**config.mk**
```make
export PLATFORM = sky130hd
export DESIGN_NAME = y_fetch_seq_flat
export DESIGN_NICKNAME = d
export VERILOG_FILES = /design/src/rtl/y_fetch_seq_if.sv /design/src/rtl/y_fetch_seq.sv /design/src/flat_wrapper.sv
export SDC_FILE = /design/constraint.sdc
export NUM_CORES = 1
export LEC_CHECK = 0
export ABC_AREA = 1
export CAP_MARGIN = 20
export CORE_ASPECT_RATIO = 0.6
export CORE_MARGIN = 3
export CORE_UTILIZATION = 42
export CTS_CLUSTER_DIAMETER = 50
export DETAILED_ROUTE_END_ITERATION = 12
export PLACE_DENSITY = 0.83
export SLEW_MARGIN = 40
export SYNTH_ARGS = -nofsm -noshare
export SYNTH_HDL_FRONTEND = slang
export SYNTH_SLANG_ARGS = --single-unit
```
**constraint.sdc**
```tcl
create_clock -name clk -period 3.15 [get_ports clk]
set_input_delay 0.63 -clock clk [delete_from_list [all_inputs] [get_ports clk]]
set_output_delay 0.63 -clock clk [all_outputs]
set_load 0.02 [all_outputs]
```
**src/rtl/y_fetch_seq_if.sv**
```systemverilog
// Fetch-sequencer bus: redirect/control inputs and PC/status outputs.
// Sequencer uses the slave modport; the driving pipeline uses master.
interface y_fetch_seq_if #(
  parameter int W  = 32,
  parameter int CW = 16
) ();
  logic [W-1:0]  entryPoint;
  logic          stall;
  logic          br_taken;
  logic [W-1:0]  br_target;
  logic          jump;
  logic [W-1:0]  jump_target;
  logic          call;
  logic          ret;
  logic          halt_req;
  logic          resume;
  logic [W-1:0]  pc;
  logic          pc_valid;
  logic [1:0]    state;
  logic [CW-1:0] ins_count;
  logic          ras_empty;
  logic          ras_full;
  logic          err;

  modport master (
    output entryPoint, stall, br_taken, br_target, jump, jump_target,
    output call, ret, halt_req, resume,
    input  pc, pc_valid, state, ins_count, ras_empty, ras_full, err
  );

  modport slave (
    input  entryPoint, stall, br_taken, br_target, jump, jump_target,
    input  call, ret, halt_req, resume,
    output pc, pc_valid, state, ins_count, ras_empty, ras_full, err
  );
endinterface

```
**src/rtl/y_fetch_seq.sv**
```systemverilog
// Instruction-fetch PC sequencer with RESET/RUN/HALT control and a circular
// return-address stack; the stack exists only when Y_FETCH_RAS_EN is defined.
module y_fetch_seq #(
  parameter int W         = 32,
  parameter int STEP      = 4,
  parameter int RAS_DEPTH = 4,
  parameter int CW        = 16
) (
  input logic        clk,
  input logic        INT,
  y_fetch_seq_if.slave bus
);
  typedef enum logic [1:0] {
    ST_RESET = 2'b00,
    ST_RUN   = 2'b01,
    ST_HALT  = 2'b10
  } state_t;

  state_t        state_r;
  logic [W-1:0]  pc_r;
  logic [CW-1:0] cnt_r;
  logic [W-1:0]  pc_seq_s;
  logic [W-1:0]  pc_next_s;
  logic          fetch_s;

  assign pc_seq_s = pc_r + W'(STEP);
  // A fetch retires only when the sequencer actually advances this cycle.
  assign fetch_s  = (state_r == ST_RUN) & ~bus.stall & ~bus.halt_req;

`ifdef Y_FETCH_RAS_EN
  localparam int PW = $clog2(RAS_DEPTH);

  logic [W-1:0] ras_mem_r [RAS_DEPTH];
  logic [PW-1:0] sp_r;
  logic [PW:0]   depth_r;
  logic          err_r;
  logic          push_s;
  logic          pop_s;
  logic          err_set_s;

  // Next-PC selection: ret > call > jump > branch > sequential.
  always_comb begin
    pc_next_s = pc_seq_s;
    push_s    = 1'b0;
    pop_s     = 1'b0;
    err_set_s = 1'b0;
    if (bus.ret) begin
      if (depth_r != '0) begin
        pop_s     = 1'b1;
        pc_next_s = ras_mem_r[sp_r - PW'(1)];
      end else begin
        err_set_s = 1'b1;
        pc_next_s = bus.entryPoint;
      end
    end else if (bus.call) begin
      push_s    = 1'b1;
      pc_next_s = bus.jump_target;
    end else if (bus.jump) begin
      pc_next_s = bus.jump_target;
    end else if (bus.br_taken) begin
      pc_next_s = bus.br_target;
    end else begin
      pc_next_s = pc_seq_s;
    end
  end

  assign bus.ras_empty = (depth_r == '0);
  assign bus.ras_full  = (depth_r == (PW+1)'(RAS_DEPTH));
  assign bus.err       = err_r;
`else
  // Next-PC selection without a stack: call degrades to jump, ret is ignored.
  always_comb begin
    pc_next_s = pc_seq_s;
    if (bus.call | bus.jump) begin
      pc_next_s = bus.jump_target;
    end else if (bus.br_taken) begin
      pc_next_s = bus.br_target;
    end else begin
      pc_next_s = pc_seq_s;
    end
  end

  assign bus.ras_empty = 1'b1;
  assign bus.ras_full  = 1'b0;
  assign bus.err       = 1'b0;
`endif

  // Sequencer FSM, PC, retire counter and return stack.
  always_ff @(posedge clk) begin
    if (INT) begin
      state_r <= ST_RESET;
      pc_r    <= bus.entryPoint;
      cnt_r   <= '0;
`ifdef Y_FETCH_RAS_EN
      sp_r    <= '0;
      depth_r <= '0;
      err_r   <= 1'b0;
`endif
    end else begin
      case (state_r)
        ST_RESET: state_r <= ST_RUN;
        ST_RUN: begin
          if (bus.halt_req) begin
            state_r <= ST_HALT;
          end else if (!bus.stall) begin
            pc_r <= pc_next_s;
            if (cnt_r != {CW{1'b1}}) begin
              cnt_r <= cnt_r + CW'(1);
            end
`ifdef Y_FETCH_RAS_EN
            // Full stack keeps depth and silently overwrites the oldest slot.
            if (push_s) begin
              ras_mem_r[sp_r] <= pc_seq_s;
              sp_r            <= sp_r + PW'(1);
              if (depth_r != (PW+1)'(RAS_DEPTH)) begin
                depth_r <= depth_r + (PW+1)'(1);
              end
            end else if (pop_s) begin
              sp_r    <= sp_r - PW'(1);
              depth_r <= depth_r - (PW+1)'(1);
            end
            if (err_set_s) begin
              err_r <= 1'b1;
            end
`endif
          end
        end
        ST_HALT: begin
          if (bus.resume && !bus.halt_req) begin
            state_r <= ST_RUN;
          end
        end
        default: state_r <= ST_RESET;
      endcase
    end
  end

  assign bus.pc        = pc_r;
  assign bus.pc_valid  = fetch_s;
  assign bus.state     = state_r;
  assign bus.ins_count = cnt_r;
endmodule
```
**src/flat_wrapper.sv**
```systemverilog
// flat-port wrapper written by rule: the top's interface ports become plain ports
module y_fetch_seq_flat 
#(
  parameter int W         = 32,
  parameter int STEP      = 4,
  parameter int RAS_DEPTH = 4,
  parameter int CW        = 16
)
  (clk, INT, bus_entryPoint, bus_stall, bus_br_taken, bus_br_target, bus_jump, bus_jump_target, bus_call, bus_ret, bus_halt_req, bus_resume, bus_pc, bus_pc_valid, bus_state, bus_ins_count, bus_ras_empty, bus_ras_full, bus_err);
  y_fetch_seq_if #(.W(W), .CW(CW)) bus_i ();
  input logic clk;
  input logic INT;
  input wire logic [$bits(bus_i.entryPoint)-1:0] bus_entryPoint;
  input wire logic [$bits(bus_i.stall)-1:0] bus_stall;
  input wire logic [$bits(bus_i.br_taken)-1:0] bus_br_taken;
  input wire logic [$bits(bus_i.br_target)-1:0] bus_br_target;
  input wire logic [$bits(bus_i.jump)-1:0] bus_jump;
  input wire logic [$bits(bus_i.jump_target)-1:0] bus_jump_target;
  input wire logic [$bits(bus_i.call)-1:0] bus_call;
  input wire logic [$bits(bus_i.ret)-1:0] bus_ret;
  input wire logic [$bits(bus_i.halt_req)-1:0] bus_halt_req;
  input wire logic [$bits(bus_i.resume)-1:0] bus_resume;
  output wire logic [$bits(bus_i.pc)-1:0] bus_pc;
  output wire logic [$bits(bus_i.pc_valid)-1:0] bus_pc_valid;
  output wire logic [$bits(bus_i.state)-1:0] bus_state;
  output wire logic [$bits(bus_i.ins_count)-1:0] bus_ins_count;
  output wire logic [$bits(bus_i.ras_empty)-1:0] bus_ras_empty;
  output wire logic [$bits(bus_i.ras_full)-1:0] bus_ras_full;
  output wire logic [$bits(bus_i.err)-1:0] bus_err;
  assign bus_i.entryPoint = bus_entryPoint;
  assign bus_i.stall = bus_stall;
  assign bus_i.br_taken = bus_br_taken;
  assign bus_i.br_target = bus_br_target;
  assign bus_i.jump = bus_jump;
  assign bus_i.jump_target = bus_jump_target;
  assign bus_i.call = bus_call;
  assign bus_i.ret = bus_ret;
  assign bus_i.halt_req = bus_halt_req;
  assign bus_i.resume = bus_resume;
  assign bus_pc = bus_i.pc;
  assign bus_pc_valid = bus_i.pc_valid;
  assign bus_state = bus_i.state;
  assign bus_ins_count = bus_i.ins_count;
  assign bus_ras_empty = bus_i.ras_empty;
  assign bus_ras_full = bus_i.ras_full;
  assign bus_err = bus_i.err;
  y_fetch_seq #(.W(W), .STEP(STEP), .RAS_DEPTH(RAS_DEPTH), .CW(CW)) u_core (.clk(clk), .INT(INT), .bus(bus_i));
endmodule
```
==> metrics.cfg <==
[clock_tree]
clock-sinks = 50
cts_tree = done
hold_buffers = 0
clk_latency_ns = 0.30
htree_levels = 2
cts_resized = 0
cts_buffers = 5
clk_pin_slew_ns = 0.07
post_cts_buffers = 0
clockBufferDepth = 2
root_buffer = clkbuf_16

[synthesis]
synth_seq_area_share = 0.3409
synth_cells = 611
synth_top_area_share = 0.2479
synth_area_per_cell_sq_um = 6.344
synthTopCellsByArea = edfxtp_1, nand2_1, nor2_1
yosys_warnings = 0
synthDistinctLibCells = 34
yosys.area.top_type = edfxtp_1
synth-seq-cells = 50
netlist_area_sq_mm = 0.003876

[setup_path]
required_ns = 2.52
cp_max_fo = 6
startpoint_type = input port
cp.arrival_ns = 2.26
end_kind = output port
worstSetupPathType = input port to output port

[timing]
setup_violations = 0
layout_setup_ws_ns = 0.2606
slew_viol_final = 0
rsz0062_at_grt = false
max_freq_ghz = 0.3461
slew_headroom = 0.6161
clock_skew_ns = 0.01045
hold_violations = 0
finalCriticalPeriod_ns = 2.889
worst_pin_slew_ns = 0.5759
finalCritPeriodShare = 0.9173
setup_tns_ns = 0

[routing]
post-route-drc-count = 0
vias_per_cell = 5.255
drtPass1Iterations = 5
ant_nets = 0
vias = 4551
drt_iter0_drc = 420
post_drt_wl_per_cell_um = 15.06
drt-total-wl_mm = 13.04

[cells_and_area]
antenna_cells = 0
area_delta_synth_final_pct = 45.87
nets = 860
final_cells = 866
drive_above_1_share = 0.05438

[job]
cap_viol_max_count = 0

[placement]
gp_congestion = 0.9158
dpl_worst_slack_ns = 0.2644
place_hpwl_mm = 10.02
post-place-cells = 858
portBuffers = 154

[power]
peakVddDrop_mv = 0.2551
pwr_density_cell_mw_per_mm2 = 338.4
leakage_nw = 2.230
power_w = 0.001913

[die]
fp.dieArea_sq_mm = 0.01046
chipHeight_um = 80.42
io_pins = 159
die_x_um = 130.0
initial_utilization = 0.4430
core_area_sq_mm = 0.008751
core.rowCount = 26

[hold_path]
min_path_type = flop to flop

[grt]
antenna_found_initial = 0
grt_pass1_wl_mm = 20.45
grt_overflow = 0
grt_pass1_vias = 4192
grt_usage = 0.2461
grt_start_max_net_pins = 54

[outcome]
status = completed

sequential cells by signal, indices dropped and copies added, names as in the netlist:
register              count
u_core.bus.pc            32
u_core.bus.ins_count     16
u_core.bus.state          2
kinds of logic (layout without fill, tap and decap cells):
logic type / Yosys count / in the layout / synth area share
simple gates: 372 / 372 / 0.4003
compound gates: 95 / 95 / 0.1356
buf+inv: 74 / 216 / 0.07876
flops: 50 / 50 / 0.3409
xor+xnor: 16 / 16 / 0.03615
fa+ha+maj: 2 / 2 / 0.006455
other cells: 2 / 3 / 0.001937
cell type report:
cell class	count	area [sq um]
fill	788	3097
sequential	50	1321
timing repair buffer	160	1594
inverter	48	182.7
multi-input combinational	488	2253
clock buffer	6	150.1
tap	112	140.1
clock inverter	2	12.51
final timing paths:
path | startpoint | to | slack [ns] | cells past startpoint
worst min-delay path | u_core.bus.ins_count[15]$_SDFFE_PP0P_ | u_core.bus.ins_count[15]$_SDFFE_PP0P_ | 0.50 | 2
worst min register to register | u_core.bus.ins_count[15]$_SDFFE_PP0P_ | u_core.bus.ins_count[15]$_SDFFE_PP0P_ | 0.50 | 2
worst max-delay path | bus_halt_req | bus_pc_valid | 0.26 | 6
worst max register to register | u_core.bus.pc[2]$_DFFE_PP_ | u_core.bus.pc[30]$_DFFE_PP_ | 1.05 | 10
report_power, final:
group	total [W]	switching, W	internal, W
Sequential	0.000803	0.0000524	0.000751
Clock	0.000596	0.000251	0.000344
Combinational	0.000515	0.000260	0.000255
Total	0.00191	0.000563	0.00135
worst max-delay path, stage by stage:
cell and delay, ns:
clkdlybuf4s50_1 0.42, inv_1 0.07, nand2_1 0.08, or2_1 0.28
inv_2 0.15, clkdlybuf4s50_1 0.62
cells in the mapped netlist:
library cell,count
o21bai_1,1
inv_2,5
a21oi_2,10
xnor2_1,11
nand3b_1,1
a31oi_1,2
ha_1,2
edfxtp_1,32
nand3_4,1
clkbuf_1,12
dfxtp_1,18
o211ai_1,3
nor2_2,4
a21oi_1,64
o21ai_0,15
nor3_1,2
xor2_1,5
inv_1,43
nand4_1,5
nand2_1,172
nand3_1,44
buf_1,8
buf_6,2
buf_4,3
or2_1,1
nor2_4,1
conb_1,2
nand3_2,2
nor2_1,134
nor3_2,1
nand2_4,1
buf_2,1
nor2_8,1
and2_1,2
through the flow:
stage                     hold WS, ns  area, sq um  utilization
after floorplan                0.5631         3880            -
after global placement         0.4834         5489       0.6273
after detailed placement       0.4895         5492       0.6275
after CTS                      0.5010         5654       0.6461
after global routing           0.5368         5654       0.6461
final                          0.4990         5654       0.6461
metal layers:
metal | GRT usage | up-vias | part of all wire
li1 | - | 2248 | -
met1 | 0.3485 | 2059 | 0.46
met2 | 0.3880 | 226 | 0.43
met3 | 0.04651 | 18 | 0.094
met4 | 0.05602 | 0 | 0.016
met5 | 0 | - | 0
cell usage in the layout (no fill, tap or decap), drive strengths merged:
master         count
o21ai             15
edfxtp            32
a21oi             74
clkbuf             6
nand2            173
inv               49
or2                1
a31oi              2
nand3             47
o211ai             3
nand4              5
xor2               5
nor2             140
clkinv             1
and2               2
conb               3
buf                7
xnor2             11
dfxtp             18
o21bai             1
clkdlybuf4s50    153
nor3               3
ha                 2
nand3b             1
Power figures use the tool's default switching activity.
